### config.mk
export PLATFORM = sky130hd
export DESIGN_NAME = randomizer_core
export DESIGN_NICKNAME = d
export VERILOG_FILES = /design/src/rtl/randomizer_core.sv
export SDC_FILE = /design/constraint.sdc
export NUM_CORES = 1
export LEC_CHECK = 0
export ABC_AREA = 1
export BUFFER_PORTS_ARGS = -buffer_cell sky130_fd_sc_hd__buf_4
export CORE_UTILIZATION = 52
export CTS_CLUSTER_SIZE = 8
export DETAILED_ROUTE_END_ITERATION = 10
export PLACE_DENSITY = 0.78
export SLEW_MARGIN = 20
export SYNTH_ARGS = -nofsm -noshare
export SYNTH_HDL_FRONTEND = slang
export SYNTH_SLANG_ARGS = --single-unit
export TNS_END_PERCENT = 100
### constraint.sdc
create_clock -name clk -period 2.75 [get_ports clk]
set_clock_uncertainty 0.2 [all_clocks]
set_input_delay 0.55 -clock clk [delete_from_list [all_inputs] [get_ports clk]]
set_output_delay 0.55 -clock clk [all_outputs]
set_load 0.01 [all_outputs]
### src/rtl/randomizer_core.sv
// randomizer_core: multi-channel maximal-length Fibonacci LFSR generator.
// Ports: clk clock; rndm_init seeds channel rndm_ch (sync, active-high);
//        rndm_ready steps channel rndm_ch; rndm_seed seed value;
//        rndm_out registered value (unsigned or symmetric signed).
module randomizer_core #(
   parameter int NR_CHANNELS  = 1,
   parameter int OUTPUT_WIDTH = 16,
   parameter int SIGNED       = 0,
   localparam int CW = (NR_CHANNELS > 1) ? $clog2(NR_CHANNELS) : 1
) (
   input  logic                    clk,
   input  logic                    rndm_init,
   input  logic [CW-1:0]           rndm_ch,
   input  logic [OUTPUT_WIDTH-1:0] rndm_seed,
   input  logic                    rndm_ready,
   output logic [OUTPUT_WIDTH-1:0] rndm_out
);

   localparam int W = OUTPUT_WIDTH;

   function automatic logic [31:0] tap(input int n);
      return 32'd1 << (n - 1);
   endfunction

   // Maximal-length XOR tap sets, 1-based tap positions.
   function automatic logic [31:0] tap_mask(input int w);
      logic [31:0] m;
      m = '0;
      case (w)
         3:  m = tap(3)  | tap(2);
         4:  m = tap(4)  | tap(3);
         5:  m = tap(5)  | tap(3);
         6:  m = tap(6)  | tap(5);
         7:  m = tap(7)  | tap(6);
         8:  m = tap(8)  | tap(6)  | tap(5)  | tap(4);
         9:  m = tap(9)  | tap(5);
         10: m = tap(10) | tap(7);
         11: m = tap(11) | tap(9);
         12: m = tap(12) | tap(6)  | tap(4)  | tap(1);
         13: m = tap(13) | tap(4)  | tap(3)  | tap(1);
         14: m = tap(14) | tap(5)  | tap(3)  | tap(1);
         15: m = tap(15) | tap(14);
         16: m = tap(16) | tap(15) | tap(13) | tap(4);
         17: m = tap(17) | tap(14);
         18: m = tap(18) | tap(11);
         19: m = tap(19) | tap(6)  | tap(2)  | tap(1);
         20: m = tap(20) | tap(17);
         21: m = tap(21) | tap(19);
         22: m = tap(22) | tap(21);
         23: m = tap(23) | tap(18);
         24: m = tap(24) | tap(23) | tap(22) | tap(17);
         25: m = tap(25) | tap(22);
         26: m = tap(26) | tap(6)  | tap(2)  | tap(1);
         27: m = tap(27) | tap(5)  | tap(2)  | tap(1);
         28: m = tap(28) | tap(25);
         29: m = tap(29) | tap(27);
         30: m = tap(30) | tap(6)  | tap(4)  | tap(1);
         31: m = tap(31) | tap(28);
         32: m = tap(32) | tap(22) | tap(2)  | tap(1);
         default: m = '0;
      endcase
      return m;
   endfunction

   localparam logic [W-1:0] TAPS = W'(tap_mask(W));
   localparam logic [W-1:0] ONE  = W'(1);
   // Inverting the MSB turns 1..2^W-1 into a symmetric signed range.
   localparam logic [W-1:0] FLIP =
      (SIGNED != 0) ? {1'b1, {(W-1){1'b0}}} : '0;

   logic [W-1:0] state [NR_CHANNELS] = '{default: ONE};
   logic [W-1:0] out_q = ONE ^ FLIP;

   logic         ch_ok;
   logic [W-1:0] cur;
   logic [W-1:0] nxt;
   logic [W-1:0] seed_s;

   always_comb begin
      ch_ok  = 32'(rndm_ch) < NR_CHANNELS;
      cur    = ch_ok ? state[rndm_ch] : ONE;
      nxt    = {cur[W-2:0], ^(cur & TAPS)};
      // A zero seed would lock the LFSR, so it is replaced by 1.
      seed_s = (rndm_seed != '0) ? rndm_seed : ONE;
   end

   always_ff @(posedge clk) begin
      if (ch_ok) begin
         if (rndm_init) begin
            state[rndm_ch] <= seed_s;
            out_q          <= seed_s ^ FLIP;
         end else if (rndm_ready) begin
            state[rndm_ch] <= nxt;
            out_q          <= nxt ^ FLIP;
         end
      end
   end

   assign rndm_out = out_q;

endmodule

======== Word-level counts from Yosys, hierarchy flattened ========
Memories as Yosys holds them, arrays and structs flattened.
Index checks and enable logic that the tools add are counted.
cells by class
  $lt $le $gt $ge ......................... 1
  mux-type cells .......................... 13
  reduce and logical (&&, ||, !) cells .... 5
operator list
  kind                  count
  $mux W16              5
  $reduce_bool A16 Y1   1
  $reduce_or A16 Y1     1
  $reduce_xor A16 Y1    1
  $mux W1               8
  $reduce_and A2 Y1     1
  $reduce_bool A2 Y1    1
  $lt A1 B1 Y1 const B  1
storage, ports and cells
  bits in registers ....................... 16
  memories ................................ 1
  bits of input ports ..................... 20
  memory bits (writable) .................. 16
  logic and storage cells ................. 21
  output and inout bits ................... 16
memories
  name   words  bits a word  rd ports  clocked after memory_dff  wr ports  RTL line  source
  state  1      16           1         0                         1         71        logic [W-1:0] state [NR_CHANNELS] = '{default: ONE};

======== Logic depth before layout (Yosys ltp) ========
Gate-level depths: netlist of run 1.
  depth in word-level cells ............... 6
  mapped depth ............................ 7
  depth with buffers taken out ............ 7

======== Least setup slack after synthesis of run 1 ========
OpenSTA, ideal clock, no wires.
  kind .................................... input to register
  from .................................... in rndm_ready
  to ...................................... reg out_q[0], in the netlist rndm_out[0] (enable)
  required time ........................... 2.156 ns
  arrival ................................. 1.668 ns
  library setup time ...................... 0.394 ns
  stages .................................. 3
  setup slack ............................. 0.488 ns
  buffers on the path ..................... 1
  path through ............................ inv_2 -> buf_1 -> a21oi_1
between the ends
  word-level cells in the longest chain between the ends .. 2
ends and longest elaborated chain
  item                          RTL line  source
  start: declaration            15        input logic rndm_ready,
  $reduce_bool A2 Y1 (no line)  n/a
  $reduce_and A2 Y1 (no line)   n/a
  end signal: assignment        91        out_q <= seed_s ^ FLIP;
  end signal: assignment        94        out_q <= nxt ^ FLIP;
  end: declaration              72        logic [W-1:0] out_q = ONE ^ FLIP;
Every way passes these cells.
A chain may end at the register's enable or synchronous reset.

======== Worst setup path in the final report of run 1 ========
  from .................................... in rndm_ready
  to ...................................... mem state[0][1] in the netlist's numbering, data pin
between the ends
  word-level cells in the longest chain between the ends .. 6
ends and longest elaborated chain
  item                           RTL line  source
  $mux W1                        92        end else if (rndm_ready) begin
  $mux W1                        89        if (rndm_init) begin
  $mux W1                        88        if (ch_ok) begin
  $mux W1 (not written as such)  93        state[rndm_ch] <= nxt;
  $reduce_or A16 Y1 (no line)    n/a
  $mux W16 (no line)             n/a
  end: declaration               71
Every way passes these cells.

==> results of run 1 <==
worst max path at each step:
stage                        to  slack [ns]  depth (start not counted)
global route        state[0][1]        0.98                          6
finish              state[0][1]        1.06                          6
floorplan           rndm_out[0]        0.49                          3
CTS                 state[0][1]        1.08                          6
global placement    state[0][1]        0.76                          6
detailed placement  state[0][1]        0.74                          6
synthesized netlist by cell type:
| library cell | n |
|---|---|
| edfxtp_1 | 32 |
| o21ai_0 | 12 |
| nor3_4 | 1 |
| or2_2 | 1 |
| buf_2 | 1 |
| xnor2_1 | 1 |
| nand3_1 | 1 |
| buf_6 | 2 |
| o22ai_1 | 14 |
| nor2_4 | 1 |
| nand2_1 | 29 |
| inv_2 | 2 |
| inv_1 | 21 |
| nor2_1 | 11 |
| o32ai_1 | 2 |
| a21oi_1 | 3 |
| buf_1 | 1 |
| o21ai_1 | 1 |
sequential cells by signal, summed over array words and instances (netlist names):
register and cells:
rndm_out 16, state 16
layer usage:
layer	global-route usage, %	vias to the layer above	part of all wire [%]
li1	-	554	-
met1	27.0	521	43
met2	35.1	46	48
met3	8.20	7	6.9
met4	10.8	0	1.8
met5	0	-	0
power by group through the flow:
stage | Combinational, mW | Sequential (mW) | Clock [mW]
2_1_floorplan | 0.0639 | 0.606 | 0
5_1_grt | 0.157 | 0.591 | 0.275
3_5_place_dp | 0.141 | 0.599 | 0
4_1_cts | 0.142 | 0.588 | 0.251
3_3_place_gp | 0.139 | 0.597 | 0
6_report | 0.141 | 0.587 | 0.248
cell usage in the layout, fill, tap and decap left out:
master     n
o22ai_1   14
o21ai_1    1
a21oi_1    3
nand3_1    1
nor3_4     1
edfxtp_1  32
o32ai_1    2
buf_4     39
inv_2      2
xnor2_1    1
nor2_4     1
inv_1     21
or2_2      1
o21ai_0   12
clkbuf_1   2
nand2_1   29
clkbuf_4   5
clkinv_1   1
nor2_1    11
kinds of logic after synthesis:
group	count (synthesis)
and+or+nand+nor	44
AOI/OAI and AO/OA	32
DFF	32
buffers and inverters	27
xor gates and xnor gates	1
through the flow:
stage | instances | cell area [µm²]
finish | 209 | 1810
global route | 209 | 1810
CTS | 209 | 1810
detailed placement | 201 | 1760
global placement | 201 | 1760
floorplan | 136 | 1460
area by class of cell:
| class | count | area (µm²) | area share (%) |
|---|---|---|---|
| Inverter | 23 | 86.3 | 4.77 |
| Clock buffer | 7 | 45.0 | 2.49 |
| Clock inverter | 1 | 3.75 | 0.207 |
| Tap cell | 30 | 37.5 | 2.07 |
| Multi-Input combinational cell | 77 | 383 | 21.2 |
| Timing Repair Buffer | 39 | 293 | 16.2 |
| Sequential cell | 32 | 961 | 53.1 |
critical path: stages:
cell	delay, ns
buf_4	0.08
inv_2	0.12
nor3_4	0.51
inv_1	0.16
nand2_1	0.09
o21ai_1	0.06
==> reports/metrics.yaml, run 1 <==
p_seq_share_pct: 60.2
cp-startpoint: "rndm_ready"
synthXorXnorAreaFrac_pct: 0.599
numPortBuffers: 35
cts_buffers: 5
finalSetupTns_ns: 0
ctsResizeCount: 0
combPwrFrac_pct: 14.4
yosysSeqAreaShare_pct: 65.8
synthAdderAreaFrac_pct: 0
nets: 198
synth_top_family_by_area: "simple AND/OR/NAND/NOR gates"
start_kind: "input port"
hold_path_depth: 3
r2r_start: "state[0][12]"
start_util_pct: 56.9
diodes: 0
hp-start: "rndm_seed[1]"
setup_viol: 0
rrSetupSlack_ns: 1.29
synthTopCellsByArea: "edfxtp_1 (66%), nand2_1 (7.4%), o22ai_1 (6.0%)"
place.gp.congestion: 0.800
cts_buffer_depth: 2
drt_first_pass_iters: 4
grt_first_pass_wirelength_um: 4470
fin_util_pct: 70.5
rows: 18
post_drt_wl_per_cell_um: 13.8
hold_viol: 0
synth_compound_area_share_pct: 12.7
syn_inst: 136
drtIter0Drc: 39
area_growth_pct: 23.8
timing.rr.end: "state[0][0]"
clk_pin_slew_ns: 0.09
power.share.switching_pct: 24.3
status: "complete, no violations"
clock_sinks: 32
drive_gt1_share_pct: 27.4
antenna_found_initial: 0
cts_setup_buffers: 0
worst_slack_ns: 1.06
grt_overflow: 0
internal_power_uw: 739
grt_max_degree: 18
min_period_over_period_pct: 61.3
insertion_delay_ns: 0.33
core_area_mm2: 0.00257
max-cap-violations: 0
worstSetupPathType: "in -> reg"
synth_top_area_share_pct: 65.8
tightest_slew_ns: 0.613
io_pins: 36
dp_hpwl_um: 2050
synthesis.area_mm2: 0.00146
p_leak_nw: 0.773
final.min_clock_period_ns: 1.69
ff2ff_path_depth: 5
fill_cells: 201
cts_root_buf: "clkbuf_4"
dp_slack_ns: 0.737
drt-vias-per-instance: 5.40
cts_tree: "built"
ir_drop_uv: 479
p_switching_uw: 238
route.detailed.drc: 0
synth.area.mux_share_pct: 0
first_global_vias: 1053
power_uw: 976
dr_total_vias: 1128
hold_end: "state[0][1]"
rsz0062_at_grt: "false"
cp.arrival_ns: 1.57
hold_class: "in -> reg"
ctsHtreeMaxLevel: 2
synth_top_area_cell: "edfxtp_1"
synth-simple-area-share_pct: 12.9
synth_warnings: 0
hold_ws_ns: 0.338
cp.required_ns: 2.63
ys_types: 18
syn_avg_cell_area_um2: 10.7
power_frac_clock_pct: 25.4
grt_use_total_pct: 22.3
synthesis.nets: 156
wirelength_um: 2880
fp.dieW_um: 55.0
die-height_um: 55.0
powerDensity_mw_per_mm2: 540
ant_nets: 0
maxSlewViolCount: 0
endpoint_kind: "flip-flop"
die_area_mm2: 0.00303
hold_buffers: 0
cp_max_fo: 17
fmax_mhz: 593
relSlewSlack_pct: 59.0
ys_seq_elements: 32
Note: power is estimated with default switching activity, not from simulation.
==> run 2, diff against run 1 <==
--- a/config.mk
+++ b/config.mk
@@ -5,12 +5,12 @@
 export SDC_FILE = /design/constraint.sdc
 export NUM_CORES = 1
 export LEC_CHECK = 0
-export ABC_AREA = 1
+export ABC_AREA = 0
 export BUFFER_PORTS_ARGS = -buffer_cell sky130_fd_sc_hd__buf_4
-export CORE_UTILIZATION = 52
+export CORE_UTILIZATION = 47
 export CTS_CLUSTER_SIZE = 8
 export DETAILED_ROUTE_END_ITERATION = 10
-export PLACE_DENSITY = 0.78
+export PLACE_DENSITY = 0.75
 export SLEW_MARGIN = 20
 export SYNTH_ARGS = -nofsm -noshare
 export SYNTH_HDL_FRONTEND = slang
==> constraint.sdc (replaced) <==
create_clock -name clk -period 1.5 [get_ports clk]
set_clock_uncertainty 0.2 [all_clocks]
set_input_delay 0.3 -clock clk [delete_from_list [all_inputs] [get_ports clk]]
set_output_delay 0.3 -clock clk [all_outputs]
set_load 0.01 [all_outputs]
==> run 2 against run 1 <==
The flow now finishes with violations (DRC). Setup slack got worse by 0.98 ns. Non-clock buffer count increased by 7. Via count decreased by 18%. Combinational power increased by 110%. Sequential share of layout area decreased by 3.0 points. Critical path depth decreased by 3. Sequential power increased by 86%. Clock power increased to 2.7 times the previous value. Final cell count decreased by 21%. Register-to-register slack got worse by 1.2 ns. Largest power group unchanged. Highest routed layer unchanged.
==> reports/metrics.yaml, run 2 <==
grtUsageMet1_pct: 25.5
synthesis.area_mm2: 0.00146
cp-startpoint: "state[0][3]"
post_drt_wl_per_cell_um: 16.9
place.gp.congestion: 0.777
synth_top_area_cell: "edfxtp_1"
hold_viol: 0
rrSetupSlack_ns: 0.08
internal_power_mw: 1.57
dr_total_vias: 930
final.min_clock_period_ns: 1.42
clock_sinks: 32
drt_first_pass_iters: 7
route.detailed.drc: 3
start_kind: "flip-flop"
syn_inst: 86
clk_pin_slew_ns: 0.10
fp.dieW_um: 57.7
rsz0062_at_grt: "false"
status: "finished with violations"
cts_buffers: 5
hold_buffers: 0
yosysMostFrequentCell: "edfxtp_1"
ctsHtreeMaxLevel: 2
p_switching_uw: 466
multi_input_area_um2: 484
grt_overflow: 0
area_growth_pct: 31.5
seqCellArea_um2: 961
finalSetupTns_ns: 0
synthTopCellsByCount: "edfxtp_1 (32), a22o_1 (13), mux2_4 (9), mux2_2 (6)"
final_common_cell: "buf_4"
hold_class: "in -> reg"
busiest_layer: "met2"
power.share.switching_pct: 22.8
critical_path.slowest_cell: "edfxtp_1"
yosysSeqAreaShare_pct: 65.9
combPwrFrac_pct: 14.6
setup_viol: 0
insertion_delay_ns: 0.34
p_leak_nw: 0.769
core_area_mm2: 0.00285
fin_util_pct: 67.2
r2r_start: "state[0][3]"
cts_buffer_depth: 2
path_common_cell: "xnor2_2"
power_frac_clock_pct: 32.2
powerDensity_mw_per_mm2: 1060
synthesis.nets: 106
maxSlewViolCount: 0
min_period_over_period_pct: 94.7
fmax_mhz: 704
die_area_mm2: 0.00333
wirelength_um: 2800
relSlewSlack_pct: 67.2
cp_max_fo: 3
endpoint_kind: "flip-flop"
cp.required_ns: 1.38
syn_avg_cell_area_um2: 16.9
hold_ws_ns: 0.0716
die-height_um: 57.7
ys_seq_elements: 32
ys.flop_type: "edfxtp_1"
timing.rr.end: "rndm_out[0]"
synth_top_area_share_pct: 65.9
numPortBuffers: 35
start_util_pct: 51.1
ys_types: 21
drtIter0Drc: 20
grt_max_degree: 17
nets: 154
cts_root_buf: "clkbuf_4"
grt_use_total_pct: 18.9
worstSetupPathType: "reg -> reg"
diodes: 0
synthTopCellsByArea: "edfxtp_1 (66%), mux2_4 (9.3%), a22o_1 (7.8%)"
synth_edf_count: 32
ir_drop_uv: 576
grt_use_met3_pct: 6.92
hold_end: "rndm_out[10]"
hp-start: "rndm_seed[10]"
dp_hpwl_um: 1930
ys_async_sr_fraction_pct: 0
cp.arrival_ns: 1.30
fill_cells: 208
io_pins: 36
ff2ff_path_depth: 3
antenna_found_initial: 0
max-cap-violations: 0
tightest_slew_ns: 0.490
rows: 19
ant_nets: 0
final_cell_mix: "buf_4 (46), edfxtp_1 (32), a22o_1 (13), mux2_4 (9), mux2_2 (6)"
max_stage_delay_ns: 0.47
cts_tree: "built"
grtUsageMet2_pct: 28.1
grt_first_pass_wirelength_um: 4470
path_cells: "xnor2_2, xnor2_2, o22ai_1"
p_seq_share_pct: 53.2
drive_gt1_share_pct: 57.0
violations: "DRC"
first_global_vias: 878
hold_path_depth: 2
synth_warnings: 0
drt-vias-per-instance: 5.60
[run 2: critical path: cells and delay by family, from the launching register on]
family	cells	cell delay, ns
flops	1	0.47
xor+xnor	2	0.38
compound gates	1	0.12
[run 2: area by class of cell]
class                      count  area share [%]
sequential                    32            50.1
inverter                       2           0.392
timing repair buffer          46            18.0
tap                           31            2.02
clock buffer                   5            1.96
multi-input combinational     47            25.3
clock inverter                 3            2.22
[run 2: kinds of logic (layout without fill, tap and decap cells)]
family / count (synthesis) / after routing / share of synthesized area, %
DFF: 32 / 32 / 65.9
and+or+nand+nor: 11 / 11 / 4.29
AOI/OAI and AO/OA: 17 / 17 / 9.79
xor gates and xnor gates: 3 / 3 / 1.80
muxes: 16 / 16 / 14.6
buffers and inverters: 7 / 56 / 3.60
[run 2: timing repair]
| item | 4_1_cts | 5_1_grt |
|---|---|---|
| gates resized for setup | 0 | 3 |
| buffers inserted | 0 | 3 |
| endpoints found under the setup margin | 0 | 2 |
[run 2: worst max-delay path by stage]
stage          depth (start not counted)  slack, ns      endpoint
4_1_cts                                3       0.07   rndm_out[0]
2_1_floorplan                          6      -0.19  state[0][10]
5_1_grt                                3       0.03   state[0][0]
3_3_place_gp                           4      -0.15   state[0][1]
3_5_place_dp                           4      -0.18   state[0][4]
6_report                               3       0.08   rndm_out[0]
[run 2: power by group through the flow]
stage               clock [mW]  combinational, mW  sequential [mW]
floorplan                    0              0.138             1.11
global placement             0              0.275             1.10
detailed placement           0              0.280             1.10
CTS                      0.665              0.282             1.08
global route             0.702              0.320             1.09
finish                   0.658              0.297             1.09
[run 2: per-layer routing]
metal,share of wire [%],vias up
li1,-,440
met1,43,456
met4,1.1,0
met3,6.7,4
met5,0,-
met2,49,30
[run 2: per-stage QoR]
step | power (mW) | cells | cell area [µm²] | setup WS (ns)
after floorplan | 1.25 | 86 | 1480 | -0.185
after global placement | 1.38 | 155 | 1790 | -0.155
after detailed placement | 1.38 | 155 | 1790 | -0.183
after CTS | 2.03 | 163 | 1870 | 0.0732
after global routing | 2.11 | 166 | 1920 | 0.0300
final | 2.04 | 166 | 1920 | 0.0796
